===== src/rtl/i2s_rx_drain_ctrl_pkg.sv =====
// Shared definitions for the i2s receive drain sequencer.
//   I2S_FLW / I2S_BLW : default FIFO-level and burst-length field widths
//   WORD_SHIFT        : byte-address shift for 32-bit words
//   state_t, ST_*     : drain FSM state encoding
package i2s_pkg;

  localparam int unsigned I2S_FLW    = 5;
  localparam int unsigned I2S_BLW    = 4;
  localparam int unsigned WORD_SHIFT = 2;

  typedef logic [1:0] state_t;

  localparam state_t ST_IDLE  = 2'd0;
  localparam state_t ST_POP   = 2'd1;
  localparam state_t ST_WRITE = 2'd2;

endpackage


===== src/rtl/i2s_rx_drain_ctrl.sv =====
// Drains the i2s receive FIFO in bursts and writes each word into a circular
// memory buffer over a valid/ready master port.
//
// Ports:
//   clk, rst_n               clock, synchronous active-low reset
//   en, rewind               drain enable, index reset pulse (IDLE only)
//   buf_base, buf_words      circular buffer byte base and length in words
//   burst_len                max words per burst (0 behaves as 1)
//   fifo_level(_above)       FIFO occupancy and threshold flag
//   fifo_rdata, fifo_rd      show-ahead head word and pop strobe
//   m_valid/m_ready/m_addr/m_wdata   write master port
//   busy, irq_half, irq_wrap, idx    status, interrupt pulses, next word index
//
// State table:
//   state    | meaning
//   ST_IDLE  | waiting for en & FIFO above threshold; rewind honoured here
//   ST_POP   | one cycle: fifo_rd high, head word and address captured
//   ST_WRITE | m_valid held until accepted; index/IRQ update on handshake
module i2s_rx_drain_ctrl
  import i2s_pkg::*;
#(
  parameter int unsigned AW  = 32,
  parameter int unsigned FLW = I2S_FLW,
  parameter int unsigned BLW = I2S_BLW
) (
  input  logic           clk,
  input  logic           rst_n,
  input  logic           en,
  input  logic           rewind,
  input  logic [AW-1:0]  buf_base,
  input  logic [15:0]    buf_words,
  input  logic [BLW-1:0] burst_len,
  input  logic [FLW-1:0] fifo_level,
  input  logic           fifo_level_above,
  input  logic [31:0]    fifo_rdata,
  output logic           fifo_rd,
  output logic           m_valid,
  input  logic           m_ready,
  output logic [AW-1:0]  m_addr,
  output logic [31:0]    m_wdata,
  output logic           busy,
  output logic           irq_half,
  output logic           irq_wrap,
  output logic [15:0]    idx
);

  localparam int unsigned CW = (FLW > BLW) ? FLW : BLW;

  state_t          state_q, state_d;
  logic [CW-1:0]   cnt_q, cnt_d;
  logic [15:0]     idx_q, idx_d;
  logic            fifo_rd_q, fifo_rd_d;
  logic            m_valid_q, m_valid_d;
  logic [AW-1:0]   m_addr_q, m_addr_d;
  logic [31:0]     m_wdata_q, m_wdata_d;
  logic            busy_q, busy_d;
  logic            irq_half_q, irq_half_d;
  logic            irq_wrap_q, irq_wrap_d;

  logic [CW-1:0]   blen_eff;
  logic [CW-1:0]   lvl;
  logic [CW-1:0]   burst_cnt;
  logic [15:0]     idx_nxt;
  logic            idx_last;

  always_comb begin
    blen_eff  = (burst_len == '0) ? CW'(1) : CW'(burst_len);
    lvl       = CW'(fifo_level);
    burst_cnt = (lvl < blen_eff) ? lvl : blen_eff;
    idx_last  = (idx_q == buf_words - 16'd1);
    idx_nxt   = idx_last ? 16'd0 : idx_q + 16'd1;
  end

  always_comb begin
    state_d    = state_q;
    cnt_d      = cnt_q;
    idx_d      = idx_q;
    m_valid_d  = m_valid_q;
    m_addr_d   = m_addr_q;
    m_wdata_d  = m_wdata_q;
    irq_half_d = 1'b0;
    irq_wrap_d = 1'b0;

    case (state_q)
      ST_IDLE: begin
        if (rewind) begin
          idx_d = 16'd0;
        end
        // An empty FIFO with the threshold flag set would give a zero-length
        // burst, so level must also be non-zero before popping.
        if (en && fifo_level_above && (buf_words != 16'd0) && (fifo_level != '0)) begin
          cnt_d   = burst_cnt;
          state_d = ST_POP;
        end
      end

      ST_POP: begin
        m_wdata_d = fifo_rdata;
        // idx_d (not idx_q) so a same-cycle rewind would be seen; in POP they match.
        m_addr_d  = buf_base + (AW'(idx_d) << WORD_SHIFT);
        m_valid_d = 1'b1;
        state_d   = ST_WRITE;
      end

      ST_WRITE: begin
        if (m_valid_q && m_ready) begin
          m_valid_d  = 1'b0;
          cnt_d      = cnt_q - CW'(1);
          idx_d      = idx_nxt;
          irq_wrap_d = idx_last;
          irq_half_d = (buf_words >= 16'd2) && (idx_nxt == (buf_words >> 1));
          state_d    = ((cnt_d != '0) && en) ? ST_POP : ST_IDLE;
        end
      end

      default: begin
        state_d = ST_IDLE;
      end
    endcase

    // Registered strobes: fifo_rd is high exactly during POP, busy whenever not IDLE.
    fifo_rd_d = (state_d == ST_POP);
    busy_d    = (state_d != ST_IDLE);
  end

  always_ff @(posedge clk) begin
    if (!rst_n) begin
      state_q    <= ST_IDLE;
      cnt_q      <= '0;
      idx_q      <= 16'd0;
      fifo_rd_q  <= 1'b0;
      m_valid_q  <= 1'b0;
      m_addr_q   <= '0;
      m_wdata_q  <= 32'd0;
      busy_q     <= 1'b0;
      irq_half_q <= 1'b0;
      irq_wrap_q <= 1'b0;
    end else begin
      state_q    <= state_d;
      cnt_q      <= cnt_d;
      idx_q      <= idx_d;
      fifo_rd_q  <= fifo_rd_d;
      m_valid_q  <= m_valid_d;
      m_addr_q   <= m_addr_d;
      m_wdata_q  <= m_wdata_d;
      busy_q     <= busy_d;
      irq_half_q <= irq_half_d;
      irq_wrap_q <= irq_wrap_d;
    end
  end

  assign fifo_rd  = fifo_rd_q;
  assign m_valid  = m_valid_q;
  assign m_addr   = m_addr_q;
  assign m_wdata  = m_wdata_q;
  assign busy     = busy_q;
  assign irq_half = irq_half_q;
  assign irq_wrap = irq_wrap_q;
  assign idx      = idx_q;

endmodule


===== config.mk =====
export PLATFORM = sky130hd
export DESIGN_NAME = i2s_rx_drain_ctrl
export DESIGN_NICKNAME = d
export VERILOG_FILES = /design/src/rtl/i2s_rx_drain_ctrl_pkg.sv /design/src/rtl/i2s_rx_drain_ctrl.sv
export SDC_FILE = /design/constraint.sdc
export NUM_CORES = 1
export LEC_CHECK = 0
export CORE_UTILIZATION = 48
export DETAILED_ROUTE_END_ITERATION = 16
export HOLD_SLACK_MARGIN = 0.06
export PLACE_DENSITY = 0.83
export SETUP_SLACK_MARGIN = 0.3
export SYNTH_ARGS = -nofsm -noshare
export SYNTH_HDL_FRONTEND = slang
export SYNTH_SLANG_ARGS = --single-unit

===== constraint.sdc =====
create_clock -name clk -period 4.1 [get_ports clk]
set_input_delay 0.615 -clock clk [delete_from_list [all_inputs] [get_ports clk]]
set_output_delay 0.615 -clock clk [all_outputs]
set_load 0.1 [all_outputs]

==> run_results.csv, run 1 <==
group,metric,value,unit
sta,slew-limit-headroom,26.3,%
grt,gr-total-overflow,0,
sta,skew,12.0,ps
yosys,synth_top_area_share,30.6,%
drt,avgRoutedWirePerCell,16.1,um
sta,fin_ws,504,ps
clock_tree,numCtsBuffers,9,
finish,syn2layout_area_growth,36.4,%
critical_path,crit_path_end_kind,"register",
sta,drv_slew,0,
power,vdd_drop_max,252,uV
sta,min_period,3600,ps
clock_tree,clock_sinks,92,
critical_path,required,4350,ps
yosys,synth_area_leader_cell,"dfxtp_1",
worst_hold_path,hp-start,"m_wdata[25]",
drt,drt_iter0_markers,470,
yosys,synth.most_common_cell,"nand2_1",
yosys,synthTopCellsByCount,"123 x nand2_1, 92 x dfxtp_1, 87 x a21oi_1, 53 x nor2_1",
sta,fin_crit_sh,87.7,%
power,p_leak,0.00301,uW
clock_tree,clk_pin_slew_worst_paths,70,ps
drt,via_per_inst,5.61,
yosys,synthesis.nets,915,
critical_path,rr_endpoint,"m_addr[22]",
sta,worst_pin_slew,1110,ps
placed_design,placed_area,0.00790,mm2
yosys,synth_warnings,0,
yosys,synth-edff-count,0,
sta,grt_setup_unrepaired,"true",
sta,final-hold-violation-count,0,
grt,grt_pass1_vias,5706,
placed_design,hpwl,13400,um
yosys,synth_area,0.00601,mm2
drt,drt-total-wl,18000,um
critical_path,worstSetupStartpointType,"input port",
die,die_h,114,um
clock_tree,htree_levels,3,
power,switching_power,748,uW
finish,design_area,0.00820,mm2
placed_design,pre_cts_ws,159,ps
die,dieArea,0.0130,mm2
grt,antenna_found_initial,0,
critical_path,worstSetupPathType,"in2reg",
sta,setup_violations,0,
critical_path,reg2reg_depth,12,
drt,ant_nets,0,
power,sequentialPowerShare,41.0,%
power,cellPowerDensity,280,mW/mm2
yosys,synth_cell_types,73,
power,p_sw_share,32.6,%
finish,final_net_count,1068,
worst_hold_path,holdPathStages,2,
yosys,synthTopCellsByArea,"dfxtp_1 31%, nand2_1 7.7%, a21oi_1 7.2%, xnor2_1 5.4%, ha_1 5.0%",
finish,fillers,1043,
yosys,postSynthAreaPerCell,7.56,um2
clock_tree,clk_path_buf_depth,2,
clock_tree,clk_latency,340,ps
yosys,synth_flop_cell,"dfxtp_1",
finish,layout-drive-gt1-share,5.77,%
die,die_x,114,um
die,coreArea,0.0121,mm2
grt,grt_pass1_wl,28400,um
power,pwr-share-comb,24.7,%
run_status,status,"finished, final reports clean",
sta,setup_tns,0,ps
critical_path,r2r_start,"idx[0]",
die,initial_utilization,49.6,%
yosys,synth.yosys.seq_area_share,30.6,%
clock_tree,cts_tree,"built",
sta,max_freq,278,MHz
yosys,synthCells,795,
critical_path,critPathMaxFanout,6,
power,power_frac_clock,34.2,%
finish,fin_util,67.7,%
clock_tree,cts-root-buf,"clkbuf_16",
worst_hold_path,hold_path_class,"reg2reg",
yosys,async_flop_share,0,%
drt,dr.pass1.iters,6,
drt,drcViolationCount,0,
run,drv_cap,0,
grt,grt_usage,27.3,%
finish,antenna_cells,0,
power,p_int,1550,uW
die,rows,40,
yosys,yosys_register_bits,92,
die,pin_count,180,
sta,hold_ws,454,ps
placed_design,placement.io_buffers,179,
drt,route.vias.total,6290,
critical_path,critPathArrivalTime,3850,ps
critical_path,reg2reg_slack,960,ps
grt,grt_max_degree,55,
worst_hold_path,holdPathEnd,"m_wdata[25]",
placed_design,gp_congestion,0.926,
## sequential cells by signal, summed over array words and instances (netlist names)
name and cells:
m_addr 32, m_wdata 32, idx 16, cnt_q 5, state_q 2, busy 1, fifo_rd 1, irq_half 1
irq_wrap 1, m_valid 1
## stage by stage
| stage | std cells | total power, uW |
|---|---|---|
| floorplan | 795 | 1330 |
| global placement | 1104 | 1520 |
| detailed placement | 1104 | 1520 |
| CTS | 1120 | 2300 |
| global route | 1121 | 2380 |
| finish | 1121 | 2290 |
## critical path, cell delays in order
cell and delay [ps]:
clkdlybuf4s50_1 520, inv_1 140, ha_1 220, or4b_1 550, or4_1 600, and2_1 230, nor3_4 250, o21ai_0 150
a222oi_1 360, nor4bb_1 220
## layout make-up
class / count / area [um2] / area share [%]
well taps: 168 / 210 / 2.56
clock inverters: 7 / 57.6 / 0.702
flip-flops and latches: 92 / 1840 / 22.5
clock buffers: 9 / 225 / 2.75
inverters: 21 / 78.8 / 0.961
repair buffers: 196 / 1920 / 23.4
multi-input cells: 628 / 3870 / 47.2
## kinds of logic after synthesis
kind of cell / count (synthesis) / share of synthesized area, %
DFF: 92 / 30.6
AOI/OAI and AO/OA: 222 / 23.3
xor gates and xnor gates: 62 / 9.04
buffers and inverters: 75 / 5.29
adders and majority gates: 25 / 5.33
and+or+nand+nor: 319 / 26.4
## power by group through the flow
| stage | combinational (uW) | clock [uW] | sequential (uW) |
|---|---|---|---|
| 2_1_floorplan | 176 | 0 | 1150 |
| 3_3_place_gp | 559 | 0 | 960 |
| 3_5_place_dp | 562 | 0 | 961 |
| 4_1_cts | 565 | 796 | 941 |
| 5_1_grt | 599 | 839 | 944 |
| 6_report | 567 | 785 | 941 |
## repair_timing
action / 4_1_cts / 5_1_grt
gates resized for setup: 0 / 1
hold buffers: 0 / 0
buffers inserted: 0 / 1
endpoints found under the setup margin: 0 / 7
## per-layer routing
metal,GRT usage [%],vias to the layer above,wire length [um]
met1,35.8,2894,7850
met3,5.74,35,1250
met5,0,-,0
met4,8.48,0,423
met2,45.0,232,8490
li1,-,3129,-
## layout by cell type, fill, tap and decap left out, drive strengths merged, types with 5 or more instances in the layout
| cell | count |
|---|---|
| a21o | 15 |
| and2 | 6 |
| o21a | 8 |
| o211ai | 5 |
| nand3b | 6 |
| xnor2 | 37 |
| a211oi | 8 |
| xor2 | 25 |
| o21ai | 44 |
| ha | 24 |
| clkbuf | 9 |
| nand4 | 9 |
| dfxtp | 92 |
| nor4 | 5 |
| inv | 24 |
| and3 | 11 |
| nand2b | 5 |
| buf | 17 |
| or4 | 6 |
| or3 | 8 |
| clkdlybuf4s50 | 179 |
| nand4b | 5 |
| nor4b | 6 |
| or2 | 5 |
| a31oi | 12 |
| a22oi | 9 |
| nand3 | 18 |
| nor3 | 25 |
| a21oi | 89 |
| nor2b | 18 |
| nand2 | 126 |
| nor2 | 53 |
## how the worst max path moves through the flow
stage / slack, ps / start / to
3_3_place_gp: 280 / buf_words[1] / irq_half
5_1_grt: 260 / buf_words[1] / irq_half
2_1_floorplan: 720 / idx[0] / irq_half
3_5_place_dp: 160 / buf_words[1] / irq_half
6_report: 500 / buf_words[1] / irq_half
4_1_cts: 500 / buf_words[1] / irq_half
Note: power is estimated with default switching activity, not from simulation.
==> inputs of run 2 (changes only) <==
--- a/config.mk
+++ b/config.mk
@@ -5,10 +5,10 @@
 export SDC_FILE = /design/constraint.sdc
 export NUM_CORES = 1
 export LEC_CHECK = 0
-export CORE_UTILIZATION = 48
+export CORE_UTILIZATION = 52
 export DETAILED_ROUTE_END_ITERATION = 16
 export HOLD_SLACK_MARGIN = 0.06
-export PLACE_DENSITY = 0.83
+export PLACE_DENSITY = 0.89
 export SETUP_SLACK_MARGIN = 0.3
 export SYNTH_ARGS = -nofsm -noshare
 export SYNTH_HDL_FRONTEND = slang
==> constraint.sdc (replaced) <==
create_clock -name clk -period 4.3 [get_ports clk]
set_input_delay 0.645 -clock clk [delete_from_list [all_inputs] [get_ports clk]]
set_output_delay 0.645 -clock clk [all_outputs]
set_load 0.1 [all_outputs]
==> run 2 against run 1 <==
Effect of this change:
- sequential share of layout area up 0.20 points
- critical endpoint unchanged
- setup slack improved by 170 ps
- worst hold slack worse by 2.6 ps
- non-clock buffer count fell by 6
==> run_results.csv, run 2 (synthesis results as in run 1) <==
group,metric,value,unit
clock_tree,cts_setup_buffers,0,
grt,grt_usage,30.2,%
finish,final_net_count,1062,
clock_tree,clk_latency,340,ps
drt,drt-total-wl,18400,um
finish,layout-drive-gt1-share,5.07,%
worst_hold_path,holdPathStages,2,
placed_design,placement.io_buffers,179,
die,initial_utilization,54.5,%
drt,route.vias.total,6431,
drt,drt_iter0_markers,501,
worst_hold_path,hold_path_class,"reg2reg",
grt,grt_pass1_vias,5849,
critical_path,r2r_start,"idx[0]",
drt,dr.pass1.iters,5,
grt,gr-total-overflow,0,
worst_hold_path,holdPathEnd,"m_addr[17]",
clock_tree,ctsResizeCount,0,
power,vdd_drop_max,259,uV
critical_path,rr_endpoint,"m_addr[22]",
placed_design,hpwl,13600,um
worst_hold_path,hp-start,"m_addr[17]",
critical_path,worstSetupPathType,"in2reg",
sta,setup_violations,0,
sta,setup_tns,0,ps
placed_design,gp_congestion,1.00,
clock_tree,clock_sinks,92,
clock_tree,clk_path_buf_depth,2,
die,die_x,110,um
power,p_leak,0.00298,uW
critical_path,worstPathCellList,"clkdlybuf4s50_1 > or4_4 > or4_1 > a221oi_1 > nand4b_1 > nor3_2 > buf_4 > o21ai_0 > a222oi_1 > nor4bb_1",
sta,grt_setup_unrepaired,"false",
critical_path,cp_slowest_cell,"or4_4",
critical_path,reg2reg_depth,12,
sta,fin_crit_sh,84.2,%
die,die_h,110,um
critical_path,worstSetupStartpointType,"input port",
critical_path,critPathMaxFanout,11,
sta,final-hold-violation-count,0,
die,coreArea,0.0110,mm2
sta,min_period,3620,ps
drt,via_per_inst,5.92,
critical_path,reg2reg_slack,1140,ps
sta,max_freq,276,MHz
sta,worst_pin_slew,1090,ps
critical_path,required,4550,ps
grt,antenna_found_initial,0,
grt,grt_pass1_wl,28700,um
drt,avgRoutedWirePerCell,16.9,um
critical_path,slowest_delay,660,ps
finish,final_common_cell,"clkdlybuf4s50_1",
critical_path,critPathArrivalTime,3870,ps
power,cellPowerDensity,276,mW/mm2
clock_tree,clk_pin_slew_worst_paths,70,ps
sta,skew,6.99,ps
run,drv_cap,0,
die,rows,38,
sta,drv_slew,0,
drt,drcViolationCount,0,
placed_design,pre_cts_ws,338,ps
drt,ant_nets,0,
die,pin_count,180,
clock_tree,cts_tree,"built",
die,dieArea,0.0120,mm2
finish,layout_common_cells,"179 x clkdlybuf4s50_1, 123 x nand2_1, 92 x dfxtp_1, 87 x a21oi_1, 53 x nor2_1",
critical_path,crit_path_end_kind,"register",
run_status,status,"finished, final reports clean",
sta,fin_ws,679,ps
finish,antenna_cells,0,
clock_tree,hold_buffers,0,
grt,grt_max_degree,59,
clock_tree,htree_levels,3,
clock_tree,cts-root-buf,"clkbuf_16",
sta,slew-limit-headroom,27.7,%
clock_tree,numCtsBuffers,9,
finish,syn2layout_area_growth,35.2,%
==> run 2: cell types whose count changed in the layout (fill, tap and decap cells not counted) <==
cell	change
buf_4	-6
bufinv_16	+1
clkinv_4	-1
clkinvlp_4	-1
nor3_2	+1
nor3_4	-1
==> run 2: power breakdown <==
| group | switching (uW) | total [uW] | internal, uW |
|---|---|---|---|
| sequential | 17.0 | 898 | 881 |
| combinational | 349 | 539 | 191 |
| clock | 354 | 810 | 455 |
| total | 720 | 2250 | 1530 |
==> run 2: final cells by class <==
| cell class | count | area, um2 |
|---|---|---|
| Inverter | 21 | 78.8 |
| Clock inverter | 6 | 71.3 |
| Timing Repair Buffer | 190 | 1870 |
| Sequential cell | 92 | 1840 |
| Multi-Input combinational cell | 628 | 3860 |
| Tap cell | 140 | 175 |
| Fill cell | 865 | 2900 |
| Clock buffer | 9 | 225 |
==> run 2: per-stage QoR <==
step / instances / cell area, um2 / util [%] / total power (uW) / hold WS, ps
after floorplan: 795 / 6010 / - / 1260 / 423
after global placement: 1071 / 7830 / 71.0 / 1440 / 439
after detailed placement: 1071 / 7830 / 71.0 / 1450 / 444
after CTS: 1086 / 8130 / 73.7 / 2250 / 452
after global routing: 1086 / 8130 / 73.7 / 2330 / 471
final: 1086 / 8130 / 73.7 / 2250 / 451
==> run 2: routing by layer <==
| metal | vias up | routed length (um) | GRT usage [%] |
|---|---|---|---|
| li1 | 3111 | - | - |
| met1 | 2981 | 7760 | 38.8 |
| met2 | 291 | 8640 | 49.9 |
| met3 | 48 | 1390 | 4.56 |
| met4 | 0 | 557 | 13.5 |
| met5 | - | 0 | 0 |
==> run 2: worst max-delay path by stage <==
stage / startpoint / end / slack [ps]
4_1_cts: buf_words[2] / irq_half / 680
3_5_place_dp: buf_words[2] / irq_half / 340
2_1_floorplan: idx[0] / irq_half / 920
3_3_place_gp: buf_words[2] / idx[8] / 450
6_report: buf_words[2] / irq_half / 680
5_1_grt: buf_words[2] / irq_half / 390
==> run 2: critical path, delay by kind of cell <==
family / cells / cell delay (ps)
buffers and inverters: 2 / 750
and+or+nand+nor: 5 / 1830
AOI/OAI and AO/OA: 3 / 650
